[src/rtl/ica_ram_sequencer_if.sv]
// Sequencer bus: start/handshake strobes, RAM control and pass status.
// slave = sequencer side, master = environment (datapath/RAM/test) side.
interface ica_ram_sequencer_if #(
  parameter int ADDR_W = 14
);
  logic              go;
  logic              whiten_valid;
  logic              ica_next;
  logic              ica_converged;
  logic              go_whitening;
  logic              go_fastica;
  logic              mem_rw;
  logic [ADDR_W-1:0] mem_addr;
  logic              z_valid;
  logic              z_last;
  logic [7:0]        pass_idx;
  logic              busy;
  logic              done;
  logic              timeout;

  modport slave (
    input  go,
    input  whiten_valid,
    input  ica_next,
    input  ica_converged,
    output go_whitening,
    output go_fastica,
    output mem_rw,
    output mem_addr,
    output z_valid,
    output z_last,
    output pass_idx,
    output busy,
    output done,
    output timeout
  );

  modport master (
    output go,
    output whiten_valid,
    output ica_next,
    output ica_converged,
    input  go_whitening,
    input  go_fastica,
    input  mem_rw,
    input  mem_addr,
    input  z_valid,
    input  z_last,
    input  pass_idx,
    input  busy,
    input  done,
    input  timeout
  );
endinterface

[src/rtl/ica_ram_sequencer.sv]
// Shared sample RAM sequencer: fills from whitening, then replays the
// buffer to FastICA once per pass until convergence or the pass limit.
module ica_ram_sequencer #(
  parameter int ADDR_W     = 14,
  parameter int N_SAMPLES  = 10000,
  parameter int MAX_PASSES = 16
) (
  input  logic                clk,
  input  logic                rst_n,
  ica_ram_sequencer_if.slave  bus
);

  localparam logic [2:0] S_IDLE = 3'd0;
  localparam logic [2:0] S_FILL = 3'd1;
  localparam logic [2:0] S_READ = 3'd2;
  localparam logic [2:0] S_WAIT = 3'd3;
  localparam logic [2:0] S_DONE = 3'd4;

  // Terminal compare keeps the counter in range even at N == 2**ADDR_W
  localparam logic [ADDR_W-1:0] LAST_ADDR = ADDR_W'(N_SAMPLES - 1);
  localparam logic [7:0]        LAST_PASS = 8'(MAX_PASSES - 1);

  logic [2:0]        r_state;
  logic [ADDR_W-1:0] r_addr;
  logic [7:0]        r_pass;
  logic              r_gow;
  logic              r_gof;
  logic              r_zv;
  logic              r_zl;
  logic              r_timeout;

  logic              w_rd;
  logic              w_at_last;

  assign w_rd      = (r_state == S_READ);
  assign w_at_last = (r_addr == LAST_ADDR);

  always_ff @(posedge clk or negedge rst_n) begin
    if (!rst_n) begin
      r_state   <= S_IDLE;
      r_addr    <= '0;
      r_pass    <= '0;
      r_gow     <= 1'b0;
      r_gof     <= 1'b0;
      r_zv      <= 1'b0;
      r_zl      <= 1'b0;
      r_timeout <= 1'b0;
    end else begin
      r_gow <= 1'b0;
      r_gof <= 1'b0;
      // One-cycle RAM read latency
      r_zv  <= w_rd;
      r_zl  <= w_rd && w_at_last;
      unique case (r_state)
        S_IDLE: begin
          if (bus.go) begin
            r_state <= S_FILL;
            r_addr  <= '0;
            r_gow   <= 1'b1;
          end
        end
        S_FILL: begin
          if (bus.whiten_valid) begin
            if (w_at_last) begin
              r_state <= S_READ;
              r_addr  <= '0;
              r_pass  <= '0;
              r_gof   <= 1'b1;
            end else begin
              r_addr <= r_addr + ADDR_W'(1);
            end
          end
        end
        S_READ: begin
          if (w_at_last) begin
            r_state <= S_WAIT;
            r_addr  <= '0;
          end else begin
            r_addr <= r_addr + ADDR_W'(1);
          end
        end
        S_WAIT: begin
          if (bus.ica_converged) begin
            r_state   <= S_DONE;
            r_timeout <= 1'b0;
          end else if (bus.ica_next) begin
            if (r_pass == LAST_PASS) begin
              r_state   <= S_DONE;
              r_timeout <= 1'b1;
            end else begin
              r_state <= S_READ;
              r_pass  <= r_pass + 8'd1;
              r_gof   <= 1'b1;
            end
          end
        end
        S_DONE: begin
          if (bus.go) begin
            r_state   <= S_FILL;
            r_addr    <= '0;
            r_pass    <= '0;
            r_timeout <= 1'b0;
            r_gow     <= 1'b1;
          end
        end
        default: begin
          r_state <= S_IDLE;
          r_addr  <= '0;
        end
      endcase
    end
  end

  assign bus.go_whitening = r_gow;
  assign bus.go_fastica   = r_gof;
  assign bus.mem_rw       = (r_state == S_FILL);
  assign bus.mem_addr     = r_addr;
  assign bus.z_valid      = r_zv;
  assign bus.z_last       = r_zl;
  assign bus.pass_idx     = r_pass;
  assign bus.busy         = (r_state == S_FILL) ||
                            (r_state == S_READ) ||
                            (r_state == S_WAIT);
  assign bus.done         = (r_state == S_DONE);
  assign bus.timeout      = r_timeout;

endmodule

[src/flat_wrapper.sv]
// flat-port wrapper written by rule: the top's interface ports become plain ports
module ica_ram_sequencer_flat 
#(
  parameter int ADDR_W     = 14,
  parameter int N_SAMPLES  = 10000,
  parameter int MAX_PASSES = 16
)
  (clk, rst_n, bus_go, bus_whiten_valid, bus_ica_next, bus_ica_converged, bus_go_whitening, bus_go_fastica, bus_mem_rw, bus_mem_addr, bus_z_valid, bus_z_last, bus_pass_idx, bus_busy, bus_done, bus_timeout);
  ica_ram_sequencer_if #(.ADDR_W(ADDR_W)) bus_i ();
  input  logic clk;
  input  logic rst_n;
  input wire logic [$bits(bus_i.go)-1:0] bus_go;
  input wire logic [$bits(bus_i.whiten_valid)-1:0] bus_whiten_valid;
  input wire logic [$bits(bus_i.ica_next)-1:0] bus_ica_next;
  input wire logic [$bits(bus_i.ica_converged)-1:0] bus_ica_converged;
  output wire logic [$bits(bus_i.go_whitening)-1:0] bus_go_whitening;
  output wire logic [$bits(bus_i.go_fastica)-1:0] bus_go_fastica;
  output wire logic [$bits(bus_i.mem_rw)-1:0] bus_mem_rw;
  output wire logic [$bits(bus_i.mem_addr)-1:0] bus_mem_addr;
  output wire logic [$bits(bus_i.z_valid)-1:0] bus_z_valid;
  output wire logic [$bits(bus_i.z_last)-1:0] bus_z_last;
  output wire logic [$bits(bus_i.pass_idx)-1:0] bus_pass_idx;
  output wire logic [$bits(bus_i.busy)-1:0] bus_busy;
  output wire logic [$bits(bus_i.done)-1:0] bus_done;
  output wire logic [$bits(bus_i.timeout)-1:0] bus_timeout;
  assign bus_i.go = bus_go;
  assign bus_i.whiten_valid = bus_whiten_valid;
  assign bus_i.ica_next = bus_ica_next;
  assign bus_i.ica_converged = bus_ica_converged;
  assign bus_go_whitening = bus_i.go_whitening;
  assign bus_go_fastica = bus_i.go_fastica;
  assign bus_mem_rw = bus_i.mem_rw;
  assign bus_mem_addr = bus_i.mem_addr;
  assign bus_z_valid = bus_i.z_valid;
  assign bus_z_last = bus_i.z_last;
  assign bus_pass_idx = bus_i.pass_idx;
  assign bus_busy = bus_i.busy;
  assign bus_done = bus_i.done;
  assign bus_timeout = bus_i.timeout;
  ica_ram_sequencer #(.ADDR_W(ADDR_W), .N_SAMPLES(N_SAMPLES), .MAX_PASSES(MAX_PASSES)) u_core (.clk(clk), .rst_n(rst_n), .bus(bus_i));
endmodule
[config.mk]
export PLATFORM = sky130hd
export DESIGN_NAME = ica_ram_sequencer_flat
export DESIGN_NICKNAME = d
export VERILOG_FILES = /design/src/rtl/ica_ram_sequencer_if.sv /design/src/rtl/ica_ram_sequencer.sv /design/src/flat_wrapper.sv
export SDC_FILE = /design/constraint.sdc
export NUM_CORES = 1
export LEC_CHECK = 0
export CORE_MARGIN = 5
export CORE_UTILIZATION = 50
export CTS_CLUSTER_SIZE = 16
export DETAILED_ROUTE_END_ITERATION = 10
export GPL_ROUTABILITY_DRIVEN = 0
export PLACE_DENSITY = 0.75
export SLEW_MARGIN = 20
export SYNTH_ARGS = -nofsm -noshare
export SYNTH_HDL_FRONTEND = slang
export SYNTH_SLANG_ARGS = --single-unit
export TNS_END_PERCENT = 30
[constraint.sdc]
create_clock -name clk -period 2.4 [get_ports clk]
set_input_delay 0.24 -clock clk [delete_from_list [all_inputs] [get_ports clk]]
set_output_delay 0.24 -clock clk [all_outputs]
set_load 0.03 [all_outputs]
* After elaboration in Yosys (flattened, before gate mapping)
Cells that the tools add are included.
** Storage, ports and cells
- Register bits :: 30
- Input port bits :: 6
- Word-level logic and storage cells :: 70
- Output and inout bits :: 30
** Cells by class
- Reduce and logical (&&, ||, !) cells :: 11
- Muxes and demuxes :: 32
- Equal/unequal tests :: 16
- Bitwise logic cells :: 1
- $add $sub $neg :: 2
** Operators by type and width (number)
- $pmux W14 S4 :: 1
- $mux W8 :: 6
- $mux W14 :: 3
- $pmux W8 S3 :: 1
- $mux W3 :: 7
- $add A14 B1 Y14 const B :: 1
- $eq A14 B14 Y1 const B :: 1
- $ne A2 B2 Y1 const B :: 6
- $pmux W3 S4 :: 1
- $mux W1 :: 11
- $add A8 B1 Y8 const B :: 1
- $eq A8 B4 Y1 const B :: 1
- $reduce_and A7 Y1 :: 1
- $eq A3 B2 Y1 const B :: 2
- $reduce_and A5 Y1 :: 1
- $ne A2 B1 Y1 const B :: 2
- $pmux W1 S2 :: 2
- $reduce_and A4 Y1 :: 1
- $eq A3 B1 Y1 const B :: 1
- $eq A3 B3 Y1 const B :: 1
- $logic_not A3 Y1 :: 1
- $ne A3 B2 Y1 const B :: 1
- $ne A3 B3 Y1 const B :: 1
- $reduce_and A3 Y1 :: 1
- other kinds (6) :: 7

* Depth between registers and ports, before layout
- Depth after elaboration :: 5
- Gate-level depth with buffers :: 8

* Worst setup path before layout
OpenSTA, ideal clock, no wires.
- Path kind :: register -> register
- Start :: register u_core.r_addr[6] (netlist: u_core.bus.mem_addr[6])
- End :: register u_core.r_pass[5] (netlist: u_core.bus.pass_idx[5])
- Buffers on the path :: 0
- Cell stages (with the launch flop) :: 6
- Data arrival time :: 2.130 ns
- Library setup time :: 0.147 ns
- Slack :: 0.124 ns
- Period minus slack after synthesis :: 2.276 ns
- Path through :: dfrtp_1 or4b_1 nor4_4 nand2_4 a211oi_4 a31oi_1
** On the way
- Word-level cells in the longest chain between the ends :: 3
** RTL lines
- from (decl) :: RTL line ica_ram_sequencer.sv:24 : logic [ADDR_W-1:0] r_addr;
- from (signal assigned) :: RTL line ica_ram_sequencer.sv:70 : r_addr <= r_addr + ADDR_W'(1);
- from (signal assigned) :: RTL line ica_ram_sequencer.sv:79 : r_addr <= r_addr + ADDR_W'(1);
- $eq A14 B14 Y1 :: RTL line ica_ram_sequencer.sv:36 : assign w_at_last = (r_addr == LAST_ADDR);
- $ne A2 B1 Y1 (no source line)
- $reduce_and A7 Y1 (no source line)
- to (signal assigned) :: RTL line ica_ram_sequencer.sv:92 : r_pass <= r_pass + 8'd1;
- to (decl) :: RTL line ica_ram_sequencer.sv:25 : logic [7:0] r_pass;
Every way passes these cells.
A chain may end at the register's enable or synchronous reset.

* Final worst setup path
- Start :: register u_core.r_addr[6] (netlist: u_core.bus.mem_addr[6])
- End :: register u_core.r_pass[6] (netlist: u_core.bus.pass_idx[6])
Same word-level chain as after synthesis.

==> key figures <==
Setup path
  – CP top delay family: simple AND/OR/NAND/NOR gates
  – Crit path from: u_core.bus.mem_addr[6]
  – Critical path arrival: 2.46 ns
  – Slowest-stage cell, CP: or4b_1
  – WS Path Type: flip-flop to flip-flop
  – CP Launch Type: flip-flop
  – Crit path cell chain: or4b_1 > nor4_4 > nand2_4 > a211oi_4 > a31oi_1
  – R2R Setup Slk: 0.16 ns
  – CP required: 2.62 ns
  – CP Buf/Inv Count: 0
  – Reg-to-reg startpoint: u_core.bus.mem_addr[6]
  – Crit path largest cell delay: 0.60 ns
  – CP endpoint kind: flip-flop
  – Worst-path fanout max: 8

Global routing
  – Vias in the first global route: 1490
  – Pin count of the biggest net entering global routing: 31
  – Grt ovf: 0
  – First-pass GRT wire length: 6910 um
  – Global Route Usage Sum: 20.8%
  – Initial antenna violation count: 0

Routing
  – Vias/cell: 5.74
  – # DRC: 0
  – Routed WL per cell: 15.2 um
  – Final ANT Viol Nets: 0
  – 1st-iter DRT viols: 91
  – Post-Route WL: 4000 um
  – DRT Pass-1 Iters: 4
  – Vias: 1510

Clock tree
  – Skew-Pair Late Insertion Delay: 0.34 ns
  – Worst-path clk slew: 0.10 ns
  – CTS buffer count: 5
  – Total setup buffers inserted after CTS: 0
  – Root Driver: clkbuf_4
  – Cts hold-fix bufs: 0
  – Post-CTS sizing: 1
  – Clock H-tree levels: 2
  – CTS Buffer Depth: 2
  – CTS tree: yes
  – Clk sinks: 30

Synthesis
  – Flops & latches, synth: 30
  – Largest cells by area after synthesis: dfrtp_1 47%, o21ai_0 4.1%, nor2_1 4.0%, nand2_1 3.3%, a21oi_1 2.8%
  – Syn Inst Count: 174
  – Synthesized area per cell: 9.23 um2
  – Ys Warns: 0
  – Cell variety after synth: 40
  – Synth area leader: dfrtp_1
  – Mapped cell area: 1610 um2
  – Synth top area share: 46.8%
  – Seq/Total Area, Yosys: 46.8%
  – Syn_nets: 182

Timing
  – Worst Tran Pin Value: 0.676 ns
  – Fin crit share: 93.5%
  – Final-report max-slew violation count: 0
  – TNS Setup: 0 ns
  – Fmax: 446 MHz
  – Fin crit period: 2.24 ns
  – Final hold viol count: 0
  – Endpoints failing setup: 0
  – Setup Skew: 0.0132 ns
  – Worst rel slew slack: 54.4%
  – RSZ-0062 raised after global routing: no

Min path
  – Worst min path class: input pin to async pin

Final layout
  – Area of the multi-input gates: 818 um2
  – FILL cells: 260
  – N_diodes: 0
  – Share of cells above drive strength 1: 10.5%
  – Commonest non-fill, non-tap cell in the layout: clkdlybuf4s50_1
  – Layout Nets: 226
  – Reg area: 751 um2
  – Commonest cells after routing, fill and taps aside: 34 x clkdlybuf4s50_1, 30 x dfrtp_1, 16 x nor2_1
  – Area growth syn-to-layout: 31.1%

Run status
  – Outcome: finished, final reports clean

Floorplanning
  – Initial Util: 52.2%
  – Die W: 66.7 um
  – Row count: 20
  – I/O pin count: 36
  – Core area: 3080 um2
  – Die Area: 4440 um2
  – Die span in y: 66.7 um

Power
  – PD cells: 920 nW/um2
  – Peak VDD IR: 0.000666 V
  – Leakage power: 0.913 nW
  – Total Power: 1.94 mW

Place
  – HPWL Detailed: 2930 um
  – Port Buf Inserts: 35

Run
  – Maximum capacitance violations: 0
worst reg2reg max path: cells and delay by family (launching register included):
family / cells / cell delay (ns)
simple gates: 3 / 1.14
compound gates: 2 / 0.54
flops: 1 / 0.44
registers in the layout, indices dropped and copies added, names as in the netlist:
register / flops
u_core.bus.mem_addr: 14
u_core.bus.pass_idx: 8
u_core.r_state: 3
u_core.bus.go_fastica: 1
u_core.bus.go_whitening: 1
u_core.bus.timeout: 1
u_core.bus.z_last: 1
u_core.bus.z_valid: 1
metal layers:
metal	wire length (um)	share of wire, %	vias to the layer above	GRT usage, %
met5	0	0	-	0
met4	80	2.0	0	8.38
met3	236	5.9	9	7.25
met2	1840	46	50	32.4
met1	1850	46	727	26.3
li1	-	-	724	-
synth_stat cells:
cell	count
a211o_2	1
a211oi_1	1
a211oi_4	1
a21oi_1	9
a311o_1	1
a31o_2	1
a31oi_1	5
a41oi_1	1
and2_1	2
and2_2	1
and3_1	5
and3_2	1
and4_1	1
buf_2	1
clkbuf_1	3
dfrtp_1	30
ha_1	2
inv_1	6
nand2_1	14
nand2_4	1
nand2b_1	7
nand3_1	9
nand4_1	3
nor2_1	17
nor2b_1	1
nor3_1	9
nor4_4	1
nor4b_1	1
o2111ai_1	1
o211ai_1	2
o21a_1	1
o21ai_0	13
o22ai_1	2
o31ai_1	3
or2_2	2
or3_1	4
or4_1	2
or4b_1	2
xnor2_1	2
xor2_1	5
path summary, 6_finish.rpt:
path / endpoint / depth (start not counted)
hold reg to reg: u_core.bus.pass_idx[7] / 1
hold / removal: u_core.r_state[2] / 2
setup reg to reg: u_core.bus.pass_idx[6] / 5
setup / recovery: u_core.bus.pass_idx[6] / 5
max in group asynchronous: u_core.bus.mem_addr[4] / 2
min in group clk: u_core.bus.pass_idx[7] / 1
layout make-up:
type	instances	share of cell area, %
multi-input cells	134	38.9
flip-flops and latches	30	35.7
repair buffers	41	18.9
clock buffers	7	2.62
well taps	44	2.62
inverters	6	1.07
clock inverters	1	0.238
report_power, final:
group          switching, mW  internal (mW)  leakage (nW)
registers              0.108          0.598         0.402
logic                  0.563          0.345         0.476
clock network          0.180          0.142        0.0353
total                  0.852           1.08         0.913
cell families after synthesis:
family | count (synthesis) | synth area share, %
fa+ha+maj | 2 | 1.56
simple gates | 83 | 28.4
flops | 30 | 46.8
buf+inv | 10 | 2.42
xor+xnor | 7 | 3.82
compound gates | 42 | 17.0
per-stage QoR:
step / instance area, um2 / utilization, % / hold WS (ns) / worst slack [ns] / std cells
floorplan: 1610 / - / -0.0556 / 0.124 / 174
global placement: 2040 / 66.3 / 0.491 / 0.234 / 255
detailed placement: 2040 / 66.3 / 0.511 / 0.184 / 255
CTS: 2100 / 68.3 / 0.290 / 0.0382 / 263
global route: 2100 / 68.4 / 0.301 / 0.0282 / 263
finish: 2100 / 68.4 / 0.286 / 0.157 / 263
No activity file was read; power rests on OpenSTA's default activity.
